File: config.mk
export PLATFORM = sky130hd
export DESIGN_NAME = bcd_digit_accumulator
export DESIGN_NICKNAME = d
export VERILOG_FILES = /design/src/rtl/bcd_acc_pkg.sv /design/src/rtl/bcd_digit_step.sv /design/src/rtl/bcd_digit_accumulator.sv
export SDC_FILE = /design/constraint.sdc
export NUM_CORES = 1
export LEC_CHECK = 0
export CORE_MARGIN = 2
export CORE_UTILIZATION = 52
export DETAILED_ROUTE_END_ITERATION = 10
export PLACE_DENSITY = 0.84
export SLEW_MARGIN = 25
export SYNTH_ARGS = -nofsm -noshare
export SYNTH_HDL_FRONTEND = slang
export SYNTH_SLANG_ARGS = --single-unit
File: constraint.sdc
create_clock -name Clock -period 3.4 [get_ports Clock]
set_input_delay 0.68 -clock Clock [delete_from_list [all_inputs] [get_ports Clock]]
set_output_delay 0.68 -clock Clock [all_outputs]
set_load 0.02 [all_outputs]
File: src/rtl/bcd_acc_pkg.sv
`timescale 1ns/1ps
`default_nettype none
// ============================================================================
//  Module      : bcd_acc_pkg
//  Description : Shared types and constants for the BCD digit accumulator.
//                Holds the FSM state encoding and the BCD digit limits.
//  Revision    : 1.0  initial release
// ============================================================================
package bcd_acc_pkg;

    typedef enum logic [1:0] {
        IDLE = 2'd0,
        ADD  = 2'd1,
        HOLD = 2'd2
    } acc_state_t;

    localparam logic [3:0] BCD_MAX   = 4'd9;
    localparam logic [4:0] BCD_RADIX = 5'd10;

endpackage : bcd_acc_pkg
`default_nettype wire

File: src/rtl/bcd_digit_step.sv
`timescale 1ns/1ps
`default_nettype none
// ============================================================================
//  Module      : bcd_digit_step
//  Description : Combinational single-digit BCD adder with carry in/out.
//  Ports       : a, b  - BCD digit operands (0-9)
//                cin   - carry in
//                sum   - BCD result digit
//                cout  - decimal carry out (raw sum exceeded 9)
//  Revision    : 1.0  initial release
// ============================================================================
module bcd_digit_step
    import bcd_acc_pkg::*;
(
    input  logic [3:0] a,
    input  logic [3:0] b,
    input  logic       cin,
    output logic [3:0] sum,
    output logic       cout
);

    logic [4:0] w_raw;
    logic [4:0] w_adj;

    always_comb begin
        w_raw = {1'b0, a} + {1'b0, b} + {4'd0, cin};
        w_adj = w_raw - BCD_RADIX;
        if (w_raw > {1'b0, BCD_MAX}) begin
            sum  = w_adj[3:0];
            cout = 1'b1;
        end else begin
            sum  = w_raw[3:0];
            cout = 1'b0;
        end
    end

endmodule : bcd_digit_step
`default_nettype wire

File: src/rtl/bcd_digit_accumulator.sv
`timescale 1ns/1ps
`default_nettype none
// ============================================================================
//  Module      : bcd_digit_accumulator
//  Description : Adds one BCD digit to a two-digit BCD running total (00-99)
//                on each press of Enter. Enter and Clear are synchronised;
//                Enter is rising-edge detected so a held press adds once.
//  Ports       : Clock  - system clock, rising edge
//                Resetn - asynchronous active-low reset
//                D      - operand digit, legal 0-9
//                Enter  - raw add request (level)
//                Clear  - raw synchronous clear of total and flags
//                Ones   - BCD ones digit of total
//                Tens   - BCD tens digit of total
//                Ovf    - sticky tens-digit carry out
//                Err    - last request carried a non-BCD operand
//                Busy   - FSM in ADD or HOLD
//  Options     : BCD_ACC_SATURATE_EN - saturate at 99 on overflow instead of
//                wrapping modulo 100
//  Revision    : 1.0  initial release
// ============================================================================
module bcd_digit_accumulator
    import bcd_acc_pkg::*;
#(
    parameter int SYNC_STAGES = 2   // legal 2-3
) (
    input  logic       Clock,
    input  logic       Resetn,
    input  logic [3:0] D,
    input  logic       Enter,
    input  logic       Clear,
    output logic [3:0] Ones,
    output logic [3:0] Tens,
    output logic       Ovf,
    output logic       Err,
    output logic       Busy
);

    logic [SYNC_STAGES-1:0] r_enter_sync;
    logic [SYNC_STAGES-1:0] r_clear_sync;
    logic                   r_enter_dly;
    logic [3:0]             r_operand;
    acc_state_t             r_state;
    acc_state_t             w_state_nxt;

    logic       w_enter_s;
    logic       w_clear_s;
    logic       w_rise;
    logic       w_load;
    logic       w_add;
    logic       w_err_set;
    logic       w_err_clr;
    logic [3:0] w_ones_sum;
    logic [3:0] w_tens_sum;
    logic       w_ones_cout;
    logic       w_tens_cout;
    logic [3:0] w_ones_nxt;
    logic [3:0] w_tens_nxt;

    assign w_enter_s = r_enter_sync[SYNC_STAGES-1];
    assign w_clear_s = r_clear_sync[SYNC_STAGES-1];
    assign w_rise    = w_enter_s & ~r_enter_dly;
    assign Busy      = (r_state == ADD) || (r_state == HOLD);

    // Synchronisers plus the Enter edge-detect delay flop. The delay flop
    // keeps tracking Enter through Clear so a press held across Clear never
    // produces a late rise.
    always_ff @(posedge Clock or negedge Resetn) begin
        if (!Resetn) begin
            r_enter_sync <= '0;
            r_clear_sync <= '0;
            r_enter_dly  <= 1'b0;
        end else begin
            r_enter_sync <= {r_enter_sync[SYNC_STAGES-2:0], Enter};
            r_clear_sync <= {r_clear_sync[SYNC_STAGES-2:0], Clear};
            r_enter_dly  <= w_enter_s;
        end
    end

    always_ff @(posedge Clock or negedge Resetn) begin
        if (!Resetn) begin
            r_state <= IDLE;
        end else begin
            r_state <= w_state_nxt;
        end
    end

    always_comb begin
        w_state_nxt = r_state;
        w_load      = 1'b0;
        w_add       = 1'b0;
        w_err_set   = 1'b0;
        w_err_clr   = 1'b0;
        case (r_state)
            IDLE: begin
                if (w_rise) begin
                    if (D <= BCD_MAX) begin
                        w_load      = 1'b1;
                        w_err_clr   = 1'b1;
                        w_state_nxt = ADD;
                    end else begin
                        w_err_set   = 1'b1;
                        w_state_nxt = HOLD;
                    end
                end
            end
            ADD: begin
                w_add       = 1'b1;
                w_state_nxt = HOLD;
            end
            HOLD: begin
                if (!w_enter_s) begin
                    w_state_nxt = IDLE;
                end
            end
            default: begin
                w_state_nxt = IDLE;
            end
        endcase
        // Clear overrides everything; parking in HOLD swallows a held Enter
        // and drops any add that was about to be applied.
        if (w_clear_s) begin
            w_state_nxt = HOLD;
            w_load      = 1'b0;
            w_add       = 1'b0;
            w_err_set   = 1'b0;
            w_err_clr   = 1'b0;
        end
    end

    bcd_digit_step u_ones_step (
        .a    (Ones),
        .b    (r_operand),
        .cin  (1'b0),
        .sum  (w_ones_sum),
        .cout (w_ones_cout)
    );

    bcd_digit_step u_tens_step (
        .a    (Tens),
        .b    (4'd0),
        .cin  (w_ones_cout),
        .sum  (w_tens_sum),
        .cout (w_tens_cout)
    );

    // On a tens carry the step result is already 0 (10 - 10), which gives
    // modulo-100 wrap for free; the saturating build overrides it with 99.
    always_comb begin
        w_ones_nxt = w_ones_sum;
        w_tens_nxt = w_tens_sum;
`ifdef BCD_ACC_SATURATE_EN
        if (w_tens_cout) begin
            w_ones_nxt = BCD_MAX;
            w_tens_nxt = BCD_MAX;
        end
`else
        if (w_tens_cout) begin
            w_tens_nxt = 4'd0;
        end
`endif
    end

    always_ff @(posedge Clock or negedge Resetn) begin
        if (!Resetn) begin
            r_operand <= 4'd0;
            Ones      <= 4'd0;
            Tens      <= 4'd0;
            Ovf       <= 1'b0;
            Err       <= 1'b0;
        end else if (w_clear_s) begin
            Ones      <= 4'd0;
            Tens      <= 4'd0;
            Ovf       <= 1'b0;
            Err       <= 1'b0;
        end else begin
            if (w_load) begin
                r_operand <= D;
            end
            if (w_err_set) begin
                Err <= 1'b1;
            end else if (w_err_clr) begin
                Err <= 1'b0;
            end
            if (w_add) begin
                Ones <= w_ones_nxt;
                Tens <= w_tens_nxt;
                if (w_tens_cout) begin
                    Ovf <= 1'b1;
                end
            end
        end
    end

endmodule : bcd_digit_accumulator
`default_nettype wire

== Word-level counts from Yosys, hierarchy flattened ==
Cells that the tools add are included.

* Bits of input ports: 8
* Flip-flop bits (word level): 21

* Equal/unequal tests: 4
* Bitwise operators: 3
* Mux-type cells: 30
* Order comparisons: 3
* Add/subtract/negate cells: 4
* Reduce and logical (&&, ||, !) cells: 8

{| class="wikitable"
|+ Operator list
! kind !! count
|-
| $mux 4 || 7
|-
| $mux 1 || 18
|-
| $gt 5x4->1 const B || 2
|-
| $mux 2 || 4
|-
| $sub 4x4->4 const B || 2
|-
| $ne 3x3->1 const B || 2
|-
| $pmux 2 s3 || 1
|-
| $reduce_and 2->1 || 3
|-
| $add 4x1->5 || 1
|-
| $add 4x4->5 || 1
|-
| $le 4x4->1 const B || 1
|-
| $reduce_bool 2->1 || 2
|-
| $reduce_bool 3->1 || 1
|-
| $eq 2x1->1 const B || 1
|-
| $eq 2x2->1 const B || 1
|-
| $logic_not 2->1 || 1
|-
| $not 1->1 || 2
|-
| $and 1x1->1 || 1
|-
| $logic_or 1x1->1 || 1
|}

== Longest topological paths before layout ==
* Depth after elaboration: 9
* Gate-level depth with buffers: 14

== Hierarchy ==
From an unflattened synthesis, not the netlist that was laid out.

* Cells, all modules: 114
* Area total of the unflattened synthesis: 1,323.8 sq um

{| class="wikitable"
|+ By module, submodules not included
! module !! area an instance (sq um) !! times used !! sequential area each (sq um) !! cells an instance
|-
| bcd_digit_accumulator || 900.9 || 1 || 525.5 || 70
|-
| bcd_digit_step || 211.5 || 2 || 0.0 || 22
|}

== Worst setup path before layout ==
OpenSTA, ideal clock, no wires.

* Path type: register to register
* Start: register Ones[0]
* End: register Ovf
* Buffers on the path: 0
* Data arrival time: 3.177 ns
* Setup time: 0.132 ns
* Path slack: 0.091 ns
* Stages on the path, launching flop included: 15
* Cells stage by stage: dfrtp_1 > ha_1 > inv_1 > fa_1 > xor2_1 > ha_1 > and2b_2 > o41ai_4 > ha_1 > ha_1 > nor2_1 > a41oi_1 > o22ai_1 > o21ba_2 > nor2_1

* Word-level cells in the longest chain between the ends: 8

{| class="wikitable"
|+ RTL lines
! element !! RTL line !! RTL
|-
| start, declared || bcd_digit_accumulator.sv:32 || <nowiki>output logic [3:0] Ones,</nowiki>
|-
| start signal, assigned || bcd_digit_accumulator.sv:186 || <nowiki>Ones <= w_ones_nxt;</nowiki>
|-
| $add 4x4->5 || bcd_digit_step.sv:26 || <nowiki>w_raw = {1'b0, a} + {1'b0, b} + {4'd0, cin};</nowiki>
|-
| $gt 5x4->1 || bcd_digit_step.sv:28 || <nowiki>if (w_raw > {1'b0, BCD_MAX}) begin</nowiki>
|-
| $mux 1 || bcd_digit_step.sv:28 ||
|-
| $add 4x1->5 || bcd_digit_step.sv:26 ||
|-
| $gt 5x4->1 || bcd_digit_step.sv:28 ||
|-
| $mux 1 || bcd_digit_step.sv:28 ||
|-
| $reduce_bool 2->1 (no source line) || -- ||
|-
| $reduce_and 2->1 (no source line) || -- ||
|-
| end signal, assigned || bcd_digit_accumulator.sv:169 || <nowiki>Ovf <= 1'b0;</nowiki>
|-
| end signal, assigned || bcd_digit_accumulator.sv:174 || <nowiki>Ovf <= 1'b0;</nowiki>
|-
| end signal, assigned || bcd_digit_accumulator.sv:189 || <nowiki>Ovf <= 1'b1;</nowiki>
|-
| end, declared || bcd_digit_accumulator.sv:34 || <nowiki>output logic Ovf,</nowiki>
|}

No other way between the ends.
A chain may end at the register's enable or synchronous reset.

== Worst setup path in the final report ==
* Start: register r_operand[0]
* End: register Tens[1]

* Word-level cells in the longest chain between the ends: 9

{| class="wikitable"
|+ RTL lines
! element !! RTL line !! RTL
|-
| start, declared || bcd_digit_accumulator.sv:42 || <nowiki>logic [3:0] r_operand;</nowiki>
|-
| start signal, assigned || bcd_digit_accumulator.sv:166 || <nowiki>r_operand <= 4'd0;</nowiki>
|-
| start signal, assigned || bcd_digit_accumulator.sv:178 || <nowiki>r_operand <= D;</nowiki>
|-
| $add 4x4->5 * || bcd_digit_step.sv:26 ||
|-
| $gt 5x4->1 * || bcd_digit_step.sv:28 ||
|-
| $mux 1 * || bcd_digit_step.sv:28 ||
|-
| $add 4x1->5 * || bcd_digit_step.sv:26 ||
|-
| $sub 4x4->4 or $gt 5x4->1 (tied branches) || bcd_digit_step.sv:27, bcd_digit_step.sv:28 ||
|-
| $mux 4 or $mux 1 (tied branches) || bcd_digit_step.sv:28 ||
|-
| $mux 4 * || bcd_digit_accumulator.sv:158 || <nowiki>if (w_tens_cout) begin</nowiki>
|-
| $mux 4 * || bcd_digit_accumulator.sv:185 || <nowiki>if (w_add) begin</nowiki>
|-
| $mux 4 * || bcd_digit_accumulator.sv:171 || <nowiki>end else if (w_clear_s) begin</nowiki>
|-
| end signal, assigned || bcd_digit_accumulator.sv:187 || <nowiki>Tens <= w_tens_nxt;</nowiki>
|-
| end, declared || bcd_digit_accumulator.sv:33 || <nowiki>output logic [3:0] Tens,</nowiki>
|}

Mark *: on every way between the ends. The rest lies on a longest branch, timed or not. The select of a mux whose other input is x is not followed.

==> run metrics <==
YS warnings=0; placer's final routability congestion estimate=0.8160; Final min period=3.193 ns; Max transition margin=0.6804; total grt overflow=0; Hold Slack=0.3040 ns; Leak Pwr=0.6235 nW; Top FF cell, synth=dfrtp_1; Gate Count Post-Synth=108; EDFF count, synth=0; startpoint types=register; max-cap viol count=0; CP Max Fanout=5; register area=525.5 um^2; clock buffer depth=2; worst path arrival time=3.42 ns; clock sinks=21; RR Startpoint=r_operand[0]$_DFFE_PN0P_; Unique masters post-synth=35; vias per inst=5.531; row count=17; overall routed net length=2230 um; detailed-route DRC error count=0; worst reg2reg setup slack=0.21 ns; DIE WIDTH=51.10 um; Post-DRT Antenna Nets=0; Vias=885; most frequent cell after synthesis=dfrtp_1; Hold Fails Final Rpt=0; Worst Setup Path Type=register to register; routed length per instance=13.94 um; Syn Area/Cell=10.68 um^2; Worst-Margin Slew=0.4794 ns; dominant cells by area after synthesis=dfrtp_1 (46%), ha_1 (11%), mux2_2 (4.9%), a21oi_1 (3.0%), inv_1 (2.9%); Post-Syn Area=1154 um^2; Post-CTS Hold Buffers=0; placed cells=153; Core ar.=2148 um^2; crit path launch=r_operand[0]$_DFFE_PN0P_; Commonest cells post-synth=dfrtp_1 (21), ha_1 (10), inv_1 (9), nor2_1 (9); GRT Util Overall=0.1905; clk_lat worst skew=0.30 ns; Mapped Nets=127; Ant. Diodes=0; largest net degree at the start of global routing=22; max-slew violations=0; DIE AREA=2611 um^2; CTS root buffer=clkbuf_4; initial antenna violation count=0; share of the synthesized area in the top cell type=0.4555; Non-Filler Instances=160; Initial Util=0.5370; Area Growth Syn to Fin=23.43%; Fillers=163; IO Port Bufs=18; Post-layout nets=152; Final setup viols=0; multi-input logic area=598.1 um^2; status=complete, no violations; power per cell area=543.7 nW/um^2; DP HPWL=1698 um; worst vdd ir=0.3692 mV; R2R Path End=Tens[1]$_DFFE_PN0P_; CTS H-tree lvls=1; CTS tree=yes; endpoint type of the worst setup path=register; leading area contributor after synthesis=dfrtp_1; FF-to-FF path depth=14; Die Ht=51.10 um; Pre-Repair DR Iteration Count=4; Yosys reg bits=21; share of cells above drive strength 1=0.1667; first-pass GRT wire length=3553 um; type of the worst min-delay path=primary input to asynchronous set/reset pin; crit share post-route=0.9392; Critical Path RT=3.63 ns; post-layout util=0.6628; cts bufs inserted=3; total power=0.0007741 W; Worst-path clk slew=0.11 ns; sequential share of the synthesized area=0.4555; Max Clk Rate=0.3131 GHz; clk_skew=0.006431 ns; 1st-iter DRT viols=16; Post-synth ARST share=1.000; vias in the first global route=791; IO Pins=19
repair_timing:
item | 4_1_cts | 5_1_grt
resized for setup | 1 | 2
pin swaps | 0 | 4
endpoints found under the setup margin | 2 | 5
setup buffers | 0 | 3
critical path, cell delays in order (launching register included):
cell and delay [ns]:
dfrtp_1 0.40, ha_2 0.19, inv_1 0.05, fa_1 0.38
xor2_1 0.20, ha_1 0.24, and2b_2 0.22, o41ai_4 0.24
ha_2 0.24, ha_1 0.24, nor2_1 0.11, a41oi_1 0.06
o22ai_2 0.29, nand3_1 0.11, a21oi_1 0.16
where the power goes:
part / total (W) / internal, W / switching, W / leakage [nW]
Combinational: 0.000340 / 0.000177 / 0.000163 / 0.338
Sequential: 0.000315 / 0.000286 / 0.0000292 / 0.271
Clock: 0.000120 / 0.0000458 / 0.0000737 / 0.0150
sequential cells by signal, indices dropped and copies added (netlist names):
register      count
Ones              4
Tens              4
r_operand         4
r_clear_sync      2
r_enter_sync      2
r_state           2
Err               1
Ovf               1
r_enter_dly       1
cells in the final DEF (no fill, tap or decap), types with 3 or more instances in the layout:
cell | netlist | layout
a21oi_1 | 7 | 7
buf_4 | 0 | 4
clkbuf_4 | 0 | 3
clkdlybuf4s50_1 | 0 | 17
dfrtp_1 | 21 | 21
ha_1 | 10 | 8
inv_1 | 9 | 9
mux2_2 | 5 | 5
nand2_1 | 7 | 7
nand3_1 | 6 | 6
nor2_1 | 9 | 9
kinds of logic (layout without fill, tap and decap cells):
group,Yosys count,in the layout,share of synthesized area
AOI/OAI and AO/OA,24,24,0.1584
xor gates and xnor gates,2,2,0.01519
adders and majority gates,11,11,0.1258
buffers and inverters,11,35,0.03578
DFF,21,21,0.4555
muxes,7,7,0.06616
and+or+nand+nor,32,32,0.1432
how the worst max path moves through the flow:
| stage | depth (start not counted) | to | slack (ns) |
|---|---|---|---|
| 2_1_floorplan | 14 | Ovf$_DFFE_PN0P_ | 0.09 |
| 3_3_place_gp | 14 | Tens[0]$_DFFE_PN0P_ | 0.16 |
| 3_5_place_dp | 14 | Tens[0]$_DFFE_PN0P_ | 0.03 |
| 4_1_cts | 14 | Tens[0]$_DFFE_PN0P_ | 0.08 |
| 5_1_grt | 14 | Tens[1]$_DFFE_PN0P_ | -0.02 |
| 6_report | 14 | Tens[1]$_DFFE_PN0P_ | 0.21 |
area by class of cell:
| type | instances | share of cell area |
|---|---|---|
| repair buffers | 22 | 0.1441 |
| flip-flops and latches | 21 | 0.3691 |
| inverters | 9 | 0.02373 |
| multi-input cells | 76 | 0.4200 |
| clock buffers | 4 | 0.01845 |
| well taps | 28 | 0.02460 |
through the flow:
step | setup TNS, ns | instance area [um^2] | worst slack [ns]
CTS | 0 | 1401 | 0.08230
floorplan | 0 | 1154 | 0.09116
finish | 0 | 1424 | 0.2066
detailed placement | 0 | 1369 | 0.02780
global route | -0.03425 | 1424 | -0.02279
global placement | 0 | 1369 | 0.1588
metal layers:
metal	part of all wire	up-vias	track usage
li1	-	432	-
met1	0.45	424	0.2611
met2	0.48	21	0.2900
met3	0.032	8	0.02632
met4	0.033	0	0.1081
met5	0	-	0
Power figures use the tool's default switching activity.
